==> config.mk <==
export PLATFORM = sky130hd
export DESIGN_NAME = frac_n_div_ctrl
export DESIGN_NICKNAME = d
export VERILOG_FILES = /design/src/rtl/frac_div_pkg.sv /design/src/rtl/sdm_mash111.sv /design/src/rtl/frac_n_div_ctrl.sv
export SDC_FILE = /design/constraint.sdc
export NUM_CORES = 1
export LEC_CHECK = 0
export CORE_ASPECT_RATIO = 0.5
export CORE_MARGIN = 1.5
export CORE_UTILIZATION = 50
export DETAILED_ROUTE_END_ITERATION = 12
export PLACE_DENSITY = 0.73
export SYNTH_ARGS = -nofsm -noshare
export SYNTH_HDL_FRONTEND = slang
export SYNTH_HIERARCHICAL = 1
export SYNTH_SLANG_ARGS = --single-unit
==> constraint.sdc <==
create_clock -name clk -period 6.4 [get_ports clk]
set_input_delay 0.96 -clock clk [delete_from_list [all_inputs] [get_ports clk]]
set_output_delay 0.96 -clock clk [all_outputs]
set_load 0.1 [all_outputs]
==> src/rtl/frac_div_pkg.sv <==
// frac_div_pkg
// Shared definitions for the fractional-N divider controller:
//   - SDM_W        : width of the signed sigma-delta output (-3..+4)
//   - order_e      : modulator order encodings (integer-only, MASH-1, 1-1, 1-1-1)
//   - DIV_RST_DEF  : default modulus loaded at reset
//   - DIV_MIN_DEF  : default modulus saturation floor
//   - clamp_mod()  : saturates a signed modulus request into [lo, hi]
package frac_div_pkg;

  localparam int SDM_W       = 4;
  localparam int DIV_RST_DEF = 30;
  localparam int DIV_MIN_DEF = 4;

  typedef enum logic [1:0] {
    ORD_INT = 2'd0,
    ORD1    = 2'd1,
    ORD2    = 2'd2,
    ORD3    = 2'd3
  } order_e;

  // Saturate a requested modulus into the range the counter can realise.
  function automatic int clamp_mod(input int m, input int lo, input int hi);
    if (m < lo) return lo;
    else if (m > hi) return hi;
    else return m;
  endfunction

endpackage

==> src/rtl/sdm_mash111.sv <==
// sdm_mash111
// MASH 1-1-1 sigma-delta modulator with run-time order selection (1..MAX_ORD).
// Advances one step per 'step' strobe; stages above the selected order are held at 0.
// Ports:
//   clk    in   1      clock, rising edge
//   rst    in   1      synchronous reset, active-high
//   step   in   1      advance the modulator by one step (divider tick)
//   clr    in   1      at a step: clear accumulators, delay taps and output instead of stepping
//   order  in   2      effective order (already clamped to MAX_ORD by the caller)
//   frac   in   FW     fractional input word
//   y      out  4      registered signed noise-cancelled output (-3..+4)
module sdm_mash111
  import frac_div_pkg::*;
#(
  parameter int FW      = 16,
  parameter int MAX_ORD = 3
) (
  input  logic          clk,
  input  logic          rst,
  input  logic          step,
  input  logic          clr,
  input  logic [1:0]    order,
  input  logic [FW-1:0] frac,
  output logic [SDM_W-1:0] y
);

  logic [FW-1:0] acc1, acc2, acc3;
  logic          c2_d, c3_d, c3_dd;
  logic [FW:0]   s1, s2, s3;
  logic          use2, use3;
  logic signed [SDM_W-1:0] t1, t2, t3, y_nxt;

  // Cascade of accumulators; each stage integrates the residue of the one
  // before it. The carry bits feed the noise-cancellation network, where the
  // second stage is differentiated once and the third twice.
  always_comb begin
    use2  = (MAX_ORD >= 2) && (order >= 2'd2);
    use3  = (MAX_ORD >= 3) && (order == 2'd3);
    s1    = {1'b0, acc1} + {1'b0, frac};
    s2    = use2 ? ({1'b0, acc2} + {1'b0, s1[FW-1:0]}) : '0;
    s3    = use3 ? ({1'b0, acc3} + {1'b0, s2[FW-1:0]}) : '0;
    t1    = {3'b000, s1[FW]};
    t2    = use2 ? ($signed({3'b000, s2[FW]}) - $signed({3'b000, c2_d})) : 4'sd0;
    t3    = use3 ? ($signed({3'b000, s3[FW]}) - $signed({2'b00, c3_d, 1'b0})
                    + $signed({3'b000, c3_dd})) : 4'sd0;
    y_nxt = t1 + t2 + t3;
  end

  // State only moves on a step; a clear at a step restarts the modulator
  // from all-zero so a new order or re-enable begins from a known state.
  always_ff @(posedge clk) begin
    if (rst) begin
      acc1  <= '0;
      acc2  <= '0;
      acc3  <= '0;
      c2_d  <= 1'b0;
      c3_d  <= 1'b0;
      c3_dd <= 1'b0;
      y     <= '0;
    end else if (step) begin
      if (clr) begin
        acc1  <= '0;
        acc2  <= '0;
        acc3  <= '0;
        c2_d  <= 1'b0;
        c3_d  <= 1'b0;
        c3_dd <= 1'b0;
        y     <= '0;
      end else begin
        acc1  <= s1[FW-1:0];
        acc2  <= s2[FW-1:0];
        acc3  <= s3[FW-1:0];
        c2_d  <= s2[FW];
        c3_dd <= c3_d;
        c3_d  <= s3[FW];
        y     <= y_nxt;
      end
    end
  end

endmodule

==> src/rtl/frac_n_div_ctrl.sv <==
// frac_n_div_ctrl
// Fractional-N loop-divider controller: a programmable down-counter whose modulus
// is n_int dithered by an in-line MASH sigma-delta modulator, with saturation of
// the modulus into [DIV_MIN, 2^NW-1].
// Ports:
//   clk        in   1    divider input clock, rising edge
//   rst        in   1    synchronous reset, active-high
//   n_int      in   NW   integer part of the division ratio
//   frac       in   FW   fractional part of the division ratio
//   sdm_en     in   1    1 = modulator active, 0 = integer-N
//   order_sel  in   2    0 integer-only, 1/2/3 MASH-1 / 1-1 / 1-1-1
//   div_clk_o  out  1    divided clock, high floor(div_ctrl/2) cycles per period
//   div_pulse  out  1    strobe in the last cycle of each period
//   div_ctrl   out  NW   modulus of the current period
//   sdm_q      out  4    signed SDM output applied at the next tick
//   sat_o      out  1    the current period's modulus was clamped
module frac_n_div_ctrl
  import frac_div_pkg::*;
#(
  parameter int NW      = 6,
  parameter int FW      = 16,
  parameter int MAX_ORD = 3,
  parameter int DIV_RST = DIV_RST_DEF,
  parameter int DIV_MIN = DIV_MIN_DEF
) (
  input  logic             clk,
  input  logic             rst,
  input  logic [NW-1:0]    n_int,
  input  logic [FW-1:0]    frac,
  input  logic             sdm_en,
  input  logic [1:0]       order_sel,
  output logic             div_clk_o,
  output logic             div_pulse,
  output logic [NW-1:0]    div_ctrl,
  output logic [SDM_W-1:0] sdm_q,
  output logic             sat_o
);

  localparam int DIV_MAX = (1 << NW) - 1;

  logic [NW-1:0]          cnt, cnt_nxt, ctrl_nxt;
  logic [NW:0]            half_nxt;
  logic                   tick, sdm_clr, clk_nxt;
  order_e                 ord_eff, ord_q;
  logic signed [NW+1:0]   m_ext;
  int                     m_int, m_clamp;

  // Tick decode, order clamping and the next modulus. The modulus uses the
  // registered sdm_q, which is what gives the one-period SDM pipeline. The
  // modulator restarts whenever it is disabled, integer-only, or the order
  // differs from the one in force at the previous tick.
  always_comb begin
    tick     = (cnt == '0);
    ord_eff  = (order_sel > 2'(MAX_ORD)) ? order_e'(2'(MAX_ORD)) : order_e'(order_sel);
    sdm_clr  = !sdm_en || (ord_eff == ORD_INT) || (ord_eff != ord_q);
    m_ext    = $signed({2'b00, n_int}) + $signed({{(NW-2){sdm_q[SDM_W-1]}}, sdm_q});
    m_int    = int'(m_ext);
    m_clamp  = clamp_mod(m_int, DIV_MIN, DIV_MAX);
    if (tick) begin
      ctrl_nxt = NW'(m_clamp);
      cnt_nxt  = NW'(m_clamp - 1);
    end else begin
      ctrl_nxt = div_ctrl;
      cnt_nxt  = cnt - 1'b1;
    end
    // High while the count is in the upper floor(n/2) states of the period.
    half_nxt = ({1'b0, ctrl_nxt} + (NW+1)'(1)) >> 1;
    clk_nxt  = ({1'b0, cnt_nxt} >= half_nxt);
  end

  // Counter and registered outputs. Pulse and divided clock are computed from
  // the next count so they line up with the count they describe. Modulus,
  // saturation flag and latched order only change at a tick.
  always_ff @(posedge clk) begin
    if (rst) begin
      cnt       <= NW'(DIV_RST - 1);
      div_ctrl  <= NW'(DIV_RST);
      div_pulse <= 1'b0;
      div_clk_o <= 1'b0;
      sat_o     <= 1'b0;
      ord_q     <= ORD_INT;
    end else begin
      cnt       <= cnt_nxt;
      div_ctrl  <= ctrl_nxt;
      div_pulse <= (cnt_nxt == '0);
      div_clk_o <= clk_nxt;
      if (tick) begin
        sat_o <= (m_int != m_clamp);
        ord_q <= ord_eff;
      end
    end
  end

  sdm_mash111 #(
    .FW      (FW),
    .MAX_ORD (MAX_ORD)
  ) u_sdm (
    .clk   (clk),
    .rst   (rst),
    .step  (tick),
    .clr   (sdm_clr),
    .order (ord_eff),
    .frac  (frac),
    .y     (sdm_q)
  );

endmodule
======== Word-level counts from Yosys, hierarchy flattened ========
Cells that the tools add are included.
cells by class
  order comparisons ....................... 5
  $add $sub $neg .......................... 12
  eq/ne operators ......................... 3
  multiplexer cells ....................... 16
  reduce and logical (&&, ||, !) cells .... 6
operator list
  cell                   number
  $mux W32               2
  $add A16 B16 Y17       3
  $mux W16               3
  $mux W17               2
  $ne A8 B32 Y1          1
  $logic_not A6 Y1       2
  $mux W4                3
  $mux W6                2
  $add A7 B4 Y8          1
  $gt A8 B7 Y1 const B   1
  $lt A8 B4 Y1 const B   1
  $add A6 B1 Y7 const B  1
  $ge A6 B6 Y1           1
  $sub A6 B1 Y6 const B  1
  $sub A6 B2 Y6 const B  1
  $add A2 B4 Y4          1
  $add A4 B2 Y4          1
  $add A4 B4 Y4          1
  $mux W1                3
  $sub A1 B2 Y3          1
  $eq A2 B2 Y1 const B   1
  $ge A2 B2 Y1 const B   1
  $gt A2 B2 Y1 const B   1
  $logic_not A2 Y1       1
  other kinds (5)        6
storage, ports and cells
  logic and storage cells ................. 55
  output and inout port bits .............. 13
  input bits .............................. 27
  bits in registers ....................... 72

======== Longest topological paths before layout ========
Gate-level depths: netlist (run 1).
  depth in word-level cells ............... 11
  depth in mapped cells ................... 36
  gate-level depth less buffers ........... 36

======== By module ========
The synthesis (run 1) kept the hierarchy.
by module, submodules not included
  module           times used  sequential area each (sq um)  cells an instance  area each (sq um)
  sdm_mash111      1           1,101.1                       514                4,310.4
  frac_n_div_ctrl  1           340.3                         197                1,626.6

======== Worst setup path before layout (run 1) ========
No wires, ideal clock.
  path type ............................... input port to flip-flop
  from .................................... in frac[1]
  to ...................................... reg u_sdm.y[2]
  arrival time ............................ 6.569 ns
  path buffers ............................ 0
  data required time ...................... 6.272 ns
  setup time .............................. 0.128 ns
  path slack .............................. -0.296 ns
  stages on the path ...................... 29
  path through ............................ ha_1 > a21o_1 > a21oi_1 > o21ai_1 > a2111o_1 > and2_1 > xor2_1 > ha_1 > a21oi_2 > a21boi_1 > a211o_1 > xnor2_1 > nor2_1 > ha_1 > a21o_1 > nor3_1 > a21oi_1 > nand4_1 > nand4b_1 > maj3_2 > o22ai_1 > nor2_1 > ha_1 > and3_1 > fa_1 > fa_1 > xor2_1 > a22oi_1 > nor2_1
between the ends
  cells in the longest elaborated chain, start to end .. 10
  elaborated cells on any way between the ends .. 13
  classes of those cells .................. add/sub: 8; mux: 5
ends and longest elaborated chain
  element               RTL line               text
  start, declared       frac_n_div_ctrl.sv:29  input logic [FW-1:0] frac,
  $add A16 B16 Y17 (*)  sdm_mash111.sv:39      s1 = {1'b0, acc1} + {1'b0, frac};
  $add A16 B16 Y17      sdm_mash111.sv:40      s2 = use2 ? ({1'b0, acc2} + {1'b0, s1[FW-1:0]}) : '0;
  $mux W17              sdm_mash111.sv:40
  $add A16 B16 Y17      sdm_mash111.sv:41      s3 = use3 ? ({1'b0, acc3} + {1'b0, s2[FW-1:0]}) : '0;
  $mux W17              sdm_mash111.sv:41
  $sub A1 B2 Y3         sdm_mash111.sv:44      t3 = use3 ? ($signed({3'b000, s3[FW]}) - $signed({2'b00, c3_d, 1'b0})
  $add A4 B2 Y4         sdm_mash111.sv:45      + $signed({3'b000, c3_dd})) : 4'sd0;
  $mux W4               sdm_mash111.sv:44
  $add A4 B4 Y4 (*)     sdm_mash111.sv:46      y_nxt = t1 + t2 + t3;
  $mux W4 (*)           sdm_mash111.sv:61      if (clr) begin
  end signal, assigned  sdm_mash111.sv:76      y <= y_nxt;
  end, declared         sdm_mash111.sv:24      output logic [SDM_W-1:0] y
Mark *: on every way between the ends. The rest lies on a longest branch, timed or not.
A chain may end at the register's enable or synchronous reset.

======== Worst setup path in the final report (run 1) ========
  from .................................... in frac[1]
  to ...................................... reg u_sdm.y[1]
The elaborated chain is that of the path after synthesis.

==> results.yml, run 1 <==
run_status:
  outcome: "finished, violations left"
  violations: "setup timing"
synthesis:
  synth-compound-area-share_pct: 25.52
  seq_area_frac_synth_pct: 24.28
  avgSynthCellArea_um2: 8.350
  ys_seq_elements: 72
  synth_top_family_by_area: "compound AO/OA/AOI/OAI gates"
  synth_edf_count: 0
  netlist_area_um2: 5937
  synth_cell_types: 91
  yosysWarningCount: 6
  synthXorXnorAreaFrac_pct: 6.934
  synthMuxAreaShare_pct: 0.7798
  synth-simple-area-share_pct: 21.12
  synth.net_count: 813
  synthFlopType: "dfxtp_1"
  async_flop_share_pct: 0
  yosys.area_share.adder_pct: 16.75
  syn_inst: 711
sta:
  finalSetupViolations: 1
  slew_headroom_pct: 29.93
  hold_violations: 0
  period_share_pct: 100.5
  fin_crit_ns: 6.434
  worst_slack_ns: -0.03361
  max_freq_ghz: 0.1554
  worst_slew_pin_slew_ns: 1.051
  clock-skew-final_ns: 0.007750
  rsz0062_at_grt: "true"
  slew_violations: 0
global_route:
  grt_pass1_vias: 5513
  met1_usage_pct: 29.50
  gr-usage-all-layers_pct: 25.12
  busiest_layer: "met2"
  grt_overflow_total: 0
  use_met3_pct: 4.587
  met2_usage_pct: 46.15
  grt_max_degree: 71
  grt_pass1_wl_mm: 25.21
  grt_antenna_before_repair: 0
layout:
  layout_common_cells: "buf_4, nor2_1, dfxtp_1"
  drive_gt1_share_pct: 27.39
  area_growth_pct: 35.09
  final_common_cell: "buf_4"
  fin_nets: 966
  layout.cells.non_filler: 1028
  n_antenna_cell: 0
  final_util_pct: 71.08
placement:
  place_ws_ns: -0.8302
  placed_cells: 990
  gp_congestion: 0.9337
  hpwl_mm: 10.56
  portBuffers: 39
pwr:
  clkPwrFrac_pct: 47.5
  total_power_mw: 1.180
  p_per_area_nw_per_um2: 147.1
  p_sw_mw: 0.3014
  pwr-share-seq_pct: 38.4
  vdd_ir_drop_max_mv: 0.1102
  switching_share_pct: 25.54
  leakage_nw: 3.576
  internal_power_mw: 0.8785
  p_comb_share_pct: 14.1
setup_path:
  worstReg2RegEnd: "u_sdm/y[1]"
  crit_path_end_kind: "register"
  reg2reg_depth: 30
  r2r-start: "u_sdm/acc1[1]"
  arrival_ns: 6.71
  cp_slowest_stage_delay_ns: 0.53
  path_max_fanout: 5
  crit_path_start: "frac[1]"
  crit_end: "u_sdm/y[1]"
  worstSetupPathType: "input port to register"
  start_kind: "input port"
  ff2ff_setup_slack_ns: 0.25
  crit_slowest_cell: "fa_2"
  cp_common_cell: "nor2_1"
  required_ns: 6.67
detailed_routing:
  drtAntennaViolNets: 0
  viasPerCell: 5.651
  vias: 5809
  drt_first_iter_violations: 357
  drt_first_pass_iters: 5
  route.detailed.drc: 0
  wl_mm: 15.84
  post_drt_wl_per_cell_um: 15.41
floorplan:
  start_util_pct: 52.62
  coreArea_um2: 11280
  io_pins: 40
  die-height_um: 80.05
  die_x_um: 157.1
  rows: 27
  die-area_um2: 12580
cts:
  insertion_delay_ns: 0.34
  clk_pin_slew_ns: 0.06
  cts.sinks: 72
  cts_tree: "done"
  cts_hold_buf: 0
  numCtsBuffers: 9
  clockBufferDepth: 2
  cts_max_level: 3
  cts-root-buf: "clkbuf_16"
hold_path:
  min_path_type: "register to register"
run:
  drv_cap: 0
-- critical path, delay by kind of cell --
kind / cells / cell delay [ns]
compound gates: 11 / 1.88
simple gates: 10 / 1.11
fa+ha+maj: 7 / 2.33
buf+inv: 1 / 0.10
xor+xnor: 2 / 0.33
-- per-stage QoR --
stage | hold WS, ns | setup TNS, ns | cell area, um2
floorplan | 0.4420 | 0 | 5986
global placement | 0.4543 | -2.166 | 7276
detailed placement | 0.4618 | -2.786 | 7276
CTS | 0.4888 | -0.3243 | 7809
global route | 0.5058 | -0.5744 | 8020
finish | 0.4870 | -0.03361 | 8020
-- layer usage --
metal	share of wire, %	wire length (um)
met1	44	7036
met2	49	7757
met3	4.1	657
met4	2.5	389
met5	0	0
-- synthesized netlist by cell type (8+ instances only) --
master,n,area [um2]
a21o_1,17,127.6
a21oi_1,43,215.2
a22oi_1,36,270.3
and3_1,8,50.05
clkbuf_1,21,78.83
dfxtp_1,72,1441
ha_1,69,863.3
inv_1,39,146.4
nand2_1,42,157.7
nand2b_1,12,75.07
nand3_1,12,60.06
nor2_1,86,322.8
nor2b_1,8,50.05
nor3_1,17,85.08
o21a_1,9,67.56
o21ai_0,19,95.09
o21ai_1,12,60.06
xnor2_1,29,254.0
xor2_1,18,157.7
-- registers in the layout, indices dropped and copies added (netlist names) --
signal and cells:
cnt 6, u_sdm/acc1 16, div_ctrl 6, div_pulse 1, u_sdm/c3_d 1, sat_o 1, u_sdm/c3_dd 1, ord_q 2
u_sdm/acc3 16, div_clk_o 1, u_sdm/c2_d 1, u_sdm/acc2 16, u_sdm/y 4
-- worst min-delay path by stage --
stage	end	cells past startpoint	startpoint	slack, ns
floorplan	u_sdm/acc3[15]	2	u_sdm/acc3[15]	0.44
global placement	u_sdm/acc3[15]	2	u_sdm/acc3[15]	0.45
detailed placement	u_sdm/acc3[9]	2	u_sdm/acc3[9]	0.46
CTS	u_sdm/acc1[9]	2	u_sdm/acc1[9]	0.49
global route	u_sdm/acc3[15]	2	u_sdm/acc3[15]	0.51
finish	u_sdm/acc1[9]	2	u_sdm/acc1[9]	0.49
-- cell type report --
cell class,count,area (um2)
multi-input combinational,570,4522
fill,857,3263
tap,159,198.9
sequential,72,1441
clock inverter,7,103.9
inverter,41,153.9
clock buffer,9,225.2
timing repair buffer,170,1375
-- what timing repair did --
item	in CTS	in global routing
hold endpoints to repair	0	0
buffers inserted	14	8
resized for setup	27	32
setup endpoints to repair	4	4
pin swaps	46	40
-- cell families after synthesis --
group,Yosys count
xor gates and xnor gates,47
buffers and inverters,69
AOI/OAI and AO/OA,201
adders and majority gates,76
muxes,4
and+or+nand+nor,242
DFF,72
-- power by group through the flow --
stage | registers [mW] | logic (mW) | clock network, mW
after CTS | 0.453 | 0.157 | 0.569
after floorplan | 0.466 | 0.0841 | 0
after global placement | 0.463 | 0.148 | 0
after global routing | 0.453 | 0.181 | 0.594
after detailed placement | 0.463 | 0.151 | 0
final | 0.453 | 0.166 | 0.561
Power figures use the tool's default switching activity.
==> run 2, diff against run 1 <==
SLEW_MARGIN = 10   (was unset)
==> results of run 2 <==
No change in the layout: final DEF, timing and power equal those of run 1.
